**src/rtl/cache_fill_fsm.sv**
```systemverilog
// Cache-miss fill controller: stalls the requester, streams BLOCK_WORDS reads to
// main memory, writes each returned word into the data array and tags the block.
module cache_fill_fsm #(
  parameter int BLOCK_WORDS = 8
) (
  input  logic                           clk,
  input  logic                           rst,
  input  logic                           miss_detected,
  input  logic [15:0]                    miss_address,
  input  logic                           memory_data_valid,
  input  logic [15:0]                    memory_data,
  output logic                           fsm_busy,
  output logic                           mem_read_en,
  output logic [15:0]                    memory_address,
  output logic                           write_data_array,
  output logic                           write_tag_array,
  output logic [$clog2(BLOCK_WORDS)-1:0] fill_word_index,
  output logic [15:0]                    fill_data
);

  localparam int IDX_W   = $clog2(BLOCK_WORDS);
  localparam int ISSUE_W = IDX_W + 1;
  localparam logic [15:0] OFFSET_MASK = 16'(2 * BLOCK_WORDS - 1);

  typedef enum logic {IDLE, FILL} state_t;

  state_t             state_reg, state_next;
  logic [15:0]        base_reg, base_next;
  logic [ISSUE_W-1:0] issue_cnt_reg, issue_cnt_next;
  logic [IDX_W-1:0]   recv_cnt_reg, recv_cnt_next;
  logic               issuing;
  logic               last_word;

  assign issuing   = (state_reg == FILL) && (issue_cnt_reg < ISSUE_W'(BLOCK_WORDS));
  assign last_word = (recv_cnt_reg == IDX_W'(BLOCK_WORDS - 1));

  // State and datapath registers; reset takes effect without waiting for a clock.
  always_ff @(posedge clk or posedge rst) begin
    if (rst) begin
      state_reg     <= IDLE;
      base_reg      <= 16'h0000;
      issue_cnt_reg <= '0;
      recv_cnt_reg  <= '0;
    end else begin
      state_reg     <= state_next;
      base_reg      <= base_next;
      issue_cnt_reg <= issue_cnt_next;
      recv_cnt_reg  <= recv_cnt_next;
    end
  end

  // Next-state logic: requests and returns are counted independently, so
  // completion depends only on the number of returned words, not the latency.
  always_comb begin
    state_next     = state_reg;
    base_next      = base_reg;
    issue_cnt_next = issue_cnt_reg;
    recv_cnt_next  = recv_cnt_reg;
    case (state_reg)
      IDLE: begin
        if (miss_detected) begin
          state_next     = FILL;
          base_next      = miss_address & ~OFFSET_MASK;
          issue_cnt_next = '0;
          recv_cnt_next  = '0;
        end
      end
      FILL: begin
        if (issuing)
          issue_cnt_next = issue_cnt_reg + 1'b1;
        if (memory_data_valid) begin
          recv_cnt_next = recv_cnt_reg + 1'b1;
          if (last_word)
            state_next = IDLE;
        end
      end
      default: state_next = IDLE;
    endcase
  end

  // Output logic; the stall is raised combinationally in the miss cycle itself.
  always_comb begin
    fsm_busy         = (state_reg == FILL) || miss_detected;
    mem_read_en      = issuing;
    memory_address   = 16'h0000;
    if (issuing)
      memory_address = base_reg + (16'(issue_cnt_reg) << 1);
    write_data_array = (state_reg == FILL) && memory_data_valid;
    write_tag_array  = (state_reg == FILL) && memory_data_valid && last_word;
    fill_word_index  = recv_cnt_reg;
    fill_data        = memory_data;
  end

endmodule

```
**config.mk**
```make
export PLATFORM = sky130hd
export DESIGN_NAME = cache_fill_fsm
export DESIGN_NICKNAME = d
export VERILOG_FILES = /design/src/rtl/cache_fill_fsm.sv
export SDC_FILE = /design/constraint.sdc
export NUM_CORES = 1
export LEC_CHECK = 0
export BUFFER_PORTS_ARGS = -buffer_cell sky130_fd_sc_hd__buf_4
export CAP_MARGIN = 25
export CORE_AREA = 2 2 56 58
export CTS_BUF_LIST = sky130_fd_sc_hd__clkbuf_4 sky130_fd_sc_hd__clkbuf_8
export DETAILED_ROUTE_END_ITERATION = 7
export DIE_AREA = 0 0 58 60
export PLACE_DENSITY = 0.84
export REMOVE_ABC_BUFFERS = 1
export SLEW_MARGIN = 25
export SYNTH_ARGS = -nofsm -noshare
export SYNTH_HDL_FRONTEND = slang
export SYNTH_SLANG_ARGS = --single-unit
```
**constraint.sdc**
```tcl
create_clock -name clk -period 1.62 [get_ports clk]
set_input_delay 0.162 -clock clk [delete_from_list [all_inputs] [get_ports clk]]
set_output_delay 0.162 -clock clk [all_outputs]
set_load 0.01 [all_outputs]
```
Word level (Yosys, flattened, before mapping)

Index checks and enable logic that the tools add are counted.

Bits in registers: 20
Word-level logic and storage cells: 31

Add/subtract/negate cells: 3
Magnitude comparators: 1
Equality and inequality tests: 4
Multiplexer cells: 11
Bitwise logic cells: 1
Reduce and logical (&&, ||, !) cells: 7

Operators with widths:

| operator                                                       | count |
|---|---|
| 16-bit by 5-bit adder with 16-bit output                       | 1 |
| 16-bit 2-to-1 mux                                              | 1 |
| 4-bit 2-to-1 mux                                               | 2 |
| 4-bit case mux with 2 select lines                             | 1 |
| 3-bit 2-to-1 mux                                               | 2 |
| 2-bit != test (second input constant)                          | 3 |
| 3-bit case mux with 2 select lines                             | 1 |
| 2-bit AND reduction                                            | 3 |
| 4-bit by 1-bit adder with 4-bit output (second input constant) | 1 |
| 4-bit less-than comparator (second input constant)             | 1 |
| 3-bit by 1-bit adder with 3-bit output (second input constant) | 1 |
| 3-bit equality test (second input constant)                    | 1 |
| 1-bit logical AND                                              | 3 |
| 1-bit 2-to-1 mux                                               | 3 |
| 1-bit case mux with 2 select lines                             | 1 |
| 1-bit logical OR                                               | 1 |
| 1-bit NOT                                                      | 1 |

Longest topological paths before layout

Gate-level depths: netlist of run 1.

Depth in word-level cells: 4
Mapped depth: 5
Gate-level depth less buffers: 4

Least setup slack after synthesis of run 1

OpenSTA, ideal clock, no wires.

Kind: register to output
From: register issue_cnt_reg[3]
To: output memory_address[15]
Data arrival time: 1.478 ns
Data required time: 1.458 ns
Setup slack: -0.020 ns
Cell stages (with the launch flop): 5
Buffers on the path: 0
Cells stage by stage: dfrtp_1 -> ha_1 -> nand4_2 -> or4_1 -> a21oi_1

Cells in the longest elaborated chain, start to end: 3
Elaborated cells on any way between the ends: 4
Classes of those cells: add/sub: 1; order compare: 1; mux: 1; reduce/logical: 1

Ends and longest elaborated chain:

| item                                                                             | line | source |
|---|---|---|
| start: declaration                                                               | 29   | `logic [ISSUE_W-1:0] issue_cnt_reg, issue_cnt_next;` |
| start signal: assignment                                                         | 47   | `issue_cnt_reg <= issue_cnt_next;` |
| branches (longest 2 deep; another with 16-bit by 5-bit adder with 16-bit output) | --   |  |
| 16-bit 2-to-1 mux (*)                                                            | 86   | `if (issuing)` |
| end: declaration                                                                 | 14   | `output logic [15:0] memory_address,` |

Every way passes the cells marked *.

Worst setup path in the final report of run 1

From: register base_reg[4]
To: output memory_address[14]

Cells in the longest elaborated chain, start to end: 2

Ends and longest elaborated chain:

| item                                     | line | source |
|---|---|---|
| start: declaration                       | 28   | `logic [15:0] base_reg, base_next;` |
| start signal: assignment                 | 46   | `base_reg <= base_next;` |
| 16-bit by 5-bit adder with 16-bit output | 87   | `memory_address = base_reg + (16'(issue_cnt_reg) << 1);` |
| 16-bit 2-to-1 mux                        | 86   |  |

Every way passes these cells.

==> results of run 1 <==
metal layers:
layer  routed length [um]  share of wire
met1                 1220           0.37
met2                 1620           0.49
met3                  405           0.12
met4                   55          0.017
met5                    0              0
cell type report:
class,count,area share
clock buffer,3,0.0125
clock inverter,1,0.0167
inverter,5,0.0118
multi-input combinational,81,0.396
sequential,20,0.280
tap,33,0.0230
timing repair buffer,60,0.256
timing repair inverter,1,0.00418
repair_timing:
| action | 4_1_cts | 5_1_grt |
|---|---|---|
| endpoints found under the setup margin | 14 | 17 |
| cloned | 1 | 0 |
| hold endpoints to repair | 20 | 0 |
| hold buffers | 1 | 0 |
| resized for setup | 6 | 25 |
| buffers inserted | 3 | 8 |
| pin swaps | 1 | 7 |
final timing paths:
kind | depth (start not counted) | end | start
max in group asynchronous | 4 | base_reg[4] | rst
max reg2reg | 6 | issue_cnt_reg[1] | issue_cnt_reg[3]
min reg2reg | 1 | base_reg[15] | base_reg[15]
min in group asynchronous | 4 | base_reg[14] | rst
min | 3 | base_reg[8] | miss_address[8]
max | 5 | memory_address[14] | base_reg[4]
kinds of logic (layout without fill, tap and decap cells):
logic type,count (synthesis),count (layout),synth area share
other,1,1,0.00299
multiplexers,11,11,0.0986
AO/OA/AOI/OAI,20,20,0.104
AND/OR/NAND/NOR,38,38,0.174
buffers and inverters,26,70,0.130
adder cells (fa/ha/maj),5,5,0.0498
flip-flops,20,20,0.398
XOR/XNOR,6,6,0.0418
worst reg2reg max path: stages (launching register included):
cell,delay (ns)
dfrtp_2,0.43
buf_4,0.14
nand2b_4,0.18
clkinvlp_4,0.12
buf_4,0.14
buf_4,0.13
a22o_1,0.23
per-stage QoR:
step	instance area, um^2	setup slack [ns]	util	total power [mW]	instances
2_1_floorplan	1110	-0.141	-	1.74	106
3_3_place_gp	1520	-0.0403	0.524	2.32	188
3_5_place_dp	1520	-0.0780	0.524	2.41	188
4_1_cts	1640	-0.402	0.563	2.96	197
5_1_grt	1800	-0.422	0.619	3.50	204
6_report	1800	-0.347	0.619	3.27	204
cells in the final DEF (no fill, tap or decap), types with 4 or more instances in the layout:
| master | n |
|---|---|
| a21oi_2 | 5 |
| and2_1 | 4 |
| buf_4 | 57 |
| dfrtp_1 | 18 |
| inv_1 | 4 |
| mux2_2 | 11 |
| nand2_1 | 5 |
| nor2_1 | 9 |
| o21ai_0 | 4 |
| o31ai_1 | 4 |
report_power, final:
part	internal [mW]	switching [mW]
logic	1.01	0.775
registers	0.739	0.334
clock network	0.250	0.159
total	2.00	1.27
==> flow_summary.ini, run 1 <==
[routing]
routedWlPerCell_um = 16.2
wirelength_um = 3300
dr.pass1.iters = 4
via_per_inst = 5.33
drc = 0
vias = 1087
ant_nets = 0
drtIter0Drc = 7

[place]
gp_congestion = 0.725
place_hpwl_um = 2280
portBuffers = 37

[power_and_ir_drop]
p_leak_nw = 0.800
power_density_nw_per_um2 = 1820
peakVddDrop_uv = 1370

[setup_path]
end_kind = primary output
path_max_fanout = 6
startpoint_type = flop
worstPathRequired_ns = 1.46
cp_num_buf_inv = 1
cp_cell_sequence = ha_4, nand4_4, or4_4, a21oi_2, buf_4
critPathSlowestCell = or4_4
reg2reg_slack_ns = 0.15
critPathKind = flop to primary output
path_delay_family = simple AND/OR/NAND/NOR gates
slowest_delay_ns = 0.51
worstPathArrival_ns = 1.81

[floorplanning]
core_um2 = 2900
rows = 20
io_pins = 75
fp.dieW_um = 58
fp.dieH_um = 60
initial_utilization = 0.433
die_area_um2 = 3480

[timing]
rsz0062_at_grt = true
setup_violations = 14
fin_worst_skew_ns = 0.00369
drv_slew = 0
fmax_ghz = 0.508
finalSetupTns_ns = -2.38
fin_crit_sh = 1.21
hold_slack_ns = 0.0542
fin_ws_ns = -0.347
period_minus_slack_ns = 1.97
hold_violations = 0

[synth]
yosys_warnings = 0
synth.largest_area_cell = dfrtp_1
netlist_instances = 127
synthArstFlopShare = 1.00
synth_most_common_cell = dfrtp_1
synth_cell_types = 31
ys_seq_area_frac = 0.398
synth-edff-count = 0
synth_area_per_cell_um2 = 9.89
netlist.area_leader.share = 0.398
synthFlopType = dfrtp_1
yosys-top-cells-area = dfrtp_1 (40%), buf_4 (10%), mux2_2 (9.9%), ha_1 (5.0%), and2_1 (3.0%)
syn_area_um2 = 1260
ys_top_cells_by_count = dfrtp_1 (20), buf_4 (17), mux2_2 (11), nor2_1 (10)
synth-seq-cells = 20

[clock_network]
cts-root-buf = clkbuf_4
clock_path_buffers = 2
h-tree-depth = 1
clk-insertion-delay-late_ns = 0.31
clock-sinks = 20
clk_pin_slew_ns = 0.11
cts_tree = done
numCtsBuffers = 3

[grt]
grt_busiest_layer = met2
use_met1 = 0.212
grt_pass1_wl_um = 5000
antenna_found_initial = 0
grt_util_all_layers = 0.191
grt.met2_usage = 0.307
grtUsageMet3 = 0.0952
first_global_vias = 1072
overflow = 0
grt_max_degree = 21

[min_path]
hold_class = input port to flop

[final_layout]
area.growth.synth_to_final_pct = 43.0
antenna_cells = 0
drive_above_1_share = 0.585
final_nets = 213
multi_input_area_um2 = 711
register_area_um2 = 503
fillers = 231
largest_reg_flops = 12

[run_status]
status = complete, but fails checks
violations = negative setup slack

[run]
cap_violations = 0
No activity file was read; power rests on OpenSTA's default activity.
==> run 2: changes to the inputs <==
clock period = 1.88 ns   (was 1.62 ns; I/O delays follow)
==> flow_summary.ini, run 2 (same netlist as run 1, synthesis figures left out) <==
[timing]
fmax_ghz = 0.500
worstMarginPinSlew_ns = 0.748
fin_crit_sh = 1.06
fin_worst_skew_ns = 0.00312
period_minus_slack_ns = 2.00
hold_slack_ns = 0.0141
drv_slew = 0
hold_violations = 0
rsz0062_at_grt = true
setup_violations = 7
fin_ws_ns = -0.120
relSlewSlack = 0.501

[clock_network]
clk-insertion-delay-late_ns = 0.30
cts-root-buf = clkbuf_4
clock-sinks = 20
numCtsBuffers = 3
clock_path_buffers = 2
cts_tree = done
h-tree-depth = 1
clk_pin_slew_ns = 0.11

[power_and_ir_drop]
power_density_nw_per_um2 = 1470
peakVddDrop_uv = 1040
p_leak_nw = 0.737
total_power_mw = 2.42

[setup_path]
worstPathRequired_ns = 1.69
startpoint_type = flop
slowest_delay_ns = 0.51
end_kind = primary output
critPathSlowestCell = or4_4
worstPathArrival_ns = 1.81
cp_cell_sequence = ha_4, nand4_4, or4_4, a21oi_2, buf_4
path_max_fanout = 6
critPathKind = flop to primary output

[final_layout]
fillers = 245
final_nets = 200
multi_input_area_um2 = 673
antenna_cells = 0
register_area_um2 = 503
drive_above_1_share = 0.494
area.growth.synth_to_final_pct = 31.1
layout_commonest_cell = buf_4
layout_common_cells = buf_4 (45), dfrtp_1 (18), mux2_2 (11)
design_area_um2 = 1650
largest_reg_flops = 12

[run]
cap_violations = 0

[routing]
dr.pass1.iters = 4
vias = 1036
ant_nets = 0
wirelength_um = 2870
drc = 0
drtIter0Drc = 5
routedWlPerCell_um = 15.0
via_per_inst = 5.42

[min_path]
hold_class = input port to async pin

[floorplanning]
rows = 20
core_um2 = 2900
fp.dieH_um = 60
initial_utilization = 0.433
io_pins = 75
fp.dieW_um = 58
die_area_um2 = 3480

[grt]
overflow = 0
antenna_found_initial = 0
grt_max_degree = 21
grt_pass1_wl_um = 4450
first_global_vias = 1013
grt_util_all_layers = 0.169

[place]
gp_congestion = 0.751
place_hpwl_um = 2140
post_dp_cell_area_um2 = 1450
portBuffers = 37

[run_status]
status = complete, but fails checks
violations = negative setup slack
[run 2: cell types whose count changed in the layout (fill, tap and decap cells not counted), sizes merged]
cell / previous run / this run
buf: 59 / 48
clkbuf: 3 / 4
bufinv: 1 / 0
clkinvlp: 1 / 0
dlygate4sd3: 1 / 0
[run 2: final cells by class]
| class | instances | share of cell area |
|---|---|---|
| Multi-Input combinational cell | 81 | 0.409 |
| Sequential cell | 20 | 0.305 |
| Timing Repair Buffer | 48 | 0.226 |
| Tap cell | 33 | 0.0251 |
| Clock buffer | 4 | 0.0220 |
| Inverter | 5 | 0.0129 |
[run 2: repair_timing]
item / CTS / global route
gates resized for setup: 11 / 10
hold endpoints to repair: 0 / 0
hold buffers: 0 / 0
endpoints found under the setup margin: 7 / 10
pin swaps: 4 / 2
buffers inserted: 6 / 2
[run 2: metrics by stage]
stage	utilization	worst slack, ns	instances	TNS (ns)
after CTS	0.546	-0.117	189	-0.587
after detailed placement	0.500	0.0373	179	0
after global placement	0.500	0.0956	179	0
final	0.567	-0.120	191	-0.569
after floorplan	-	0.119	106	0
after global routing	0.567	-0.202	191	-1.13
[run 2: final timing paths]
kind / from / cells past startpoint / slack (ns) / to
worst min-delay path: rst / 2 / 0.01 / issue_cnt_reg[2]
worst min register to register: fill_word_index[1] / 1 / 0.55 / fill_word_index[1]
worst max register to register: issue_cnt_reg[3] / 6 / 0.51 / issue_cnt_reg[1]
worst max-delay path: issue_cnt_reg[3] / 5 / -0.12 / memory_address[14]
max in group asynchronous: rst / 2 / 1.36 / base_reg[4]
min in group clk: miss_address[8] / 3 / 0.09 / base_reg[8]
[run 2: critical path, delay by kind of cell, from the launching register on]
kind | cells | cell delay, ns
flops | 1 | 0.44
simple gates | 2 | 0.65
buf+inv | 1 | 0.13
compound gates | 1 | 0.13
fa+ha+maj | 1 | 0.16
[run 2: routing by layer]
layer | vias to the layer above | track usage | part of all wire
li1 | 489 | - | -
met2 | 58 | 0.281 | 0.49
met1 | 485 | 0.180 | 0.36
met4 | 0 | 0.0498 | 0.0094
met5 | - | 0.0794 | 0
met3 | 4 | 0.0909 | 0.14
[run 2: power breakdown]
part / internal [mW] / switching [mW]
sequential: 0.637 / 0.300
clock: 0.118 / 0.128
combinational: 0.695 / 0.547
total: 1.45 / 0.974
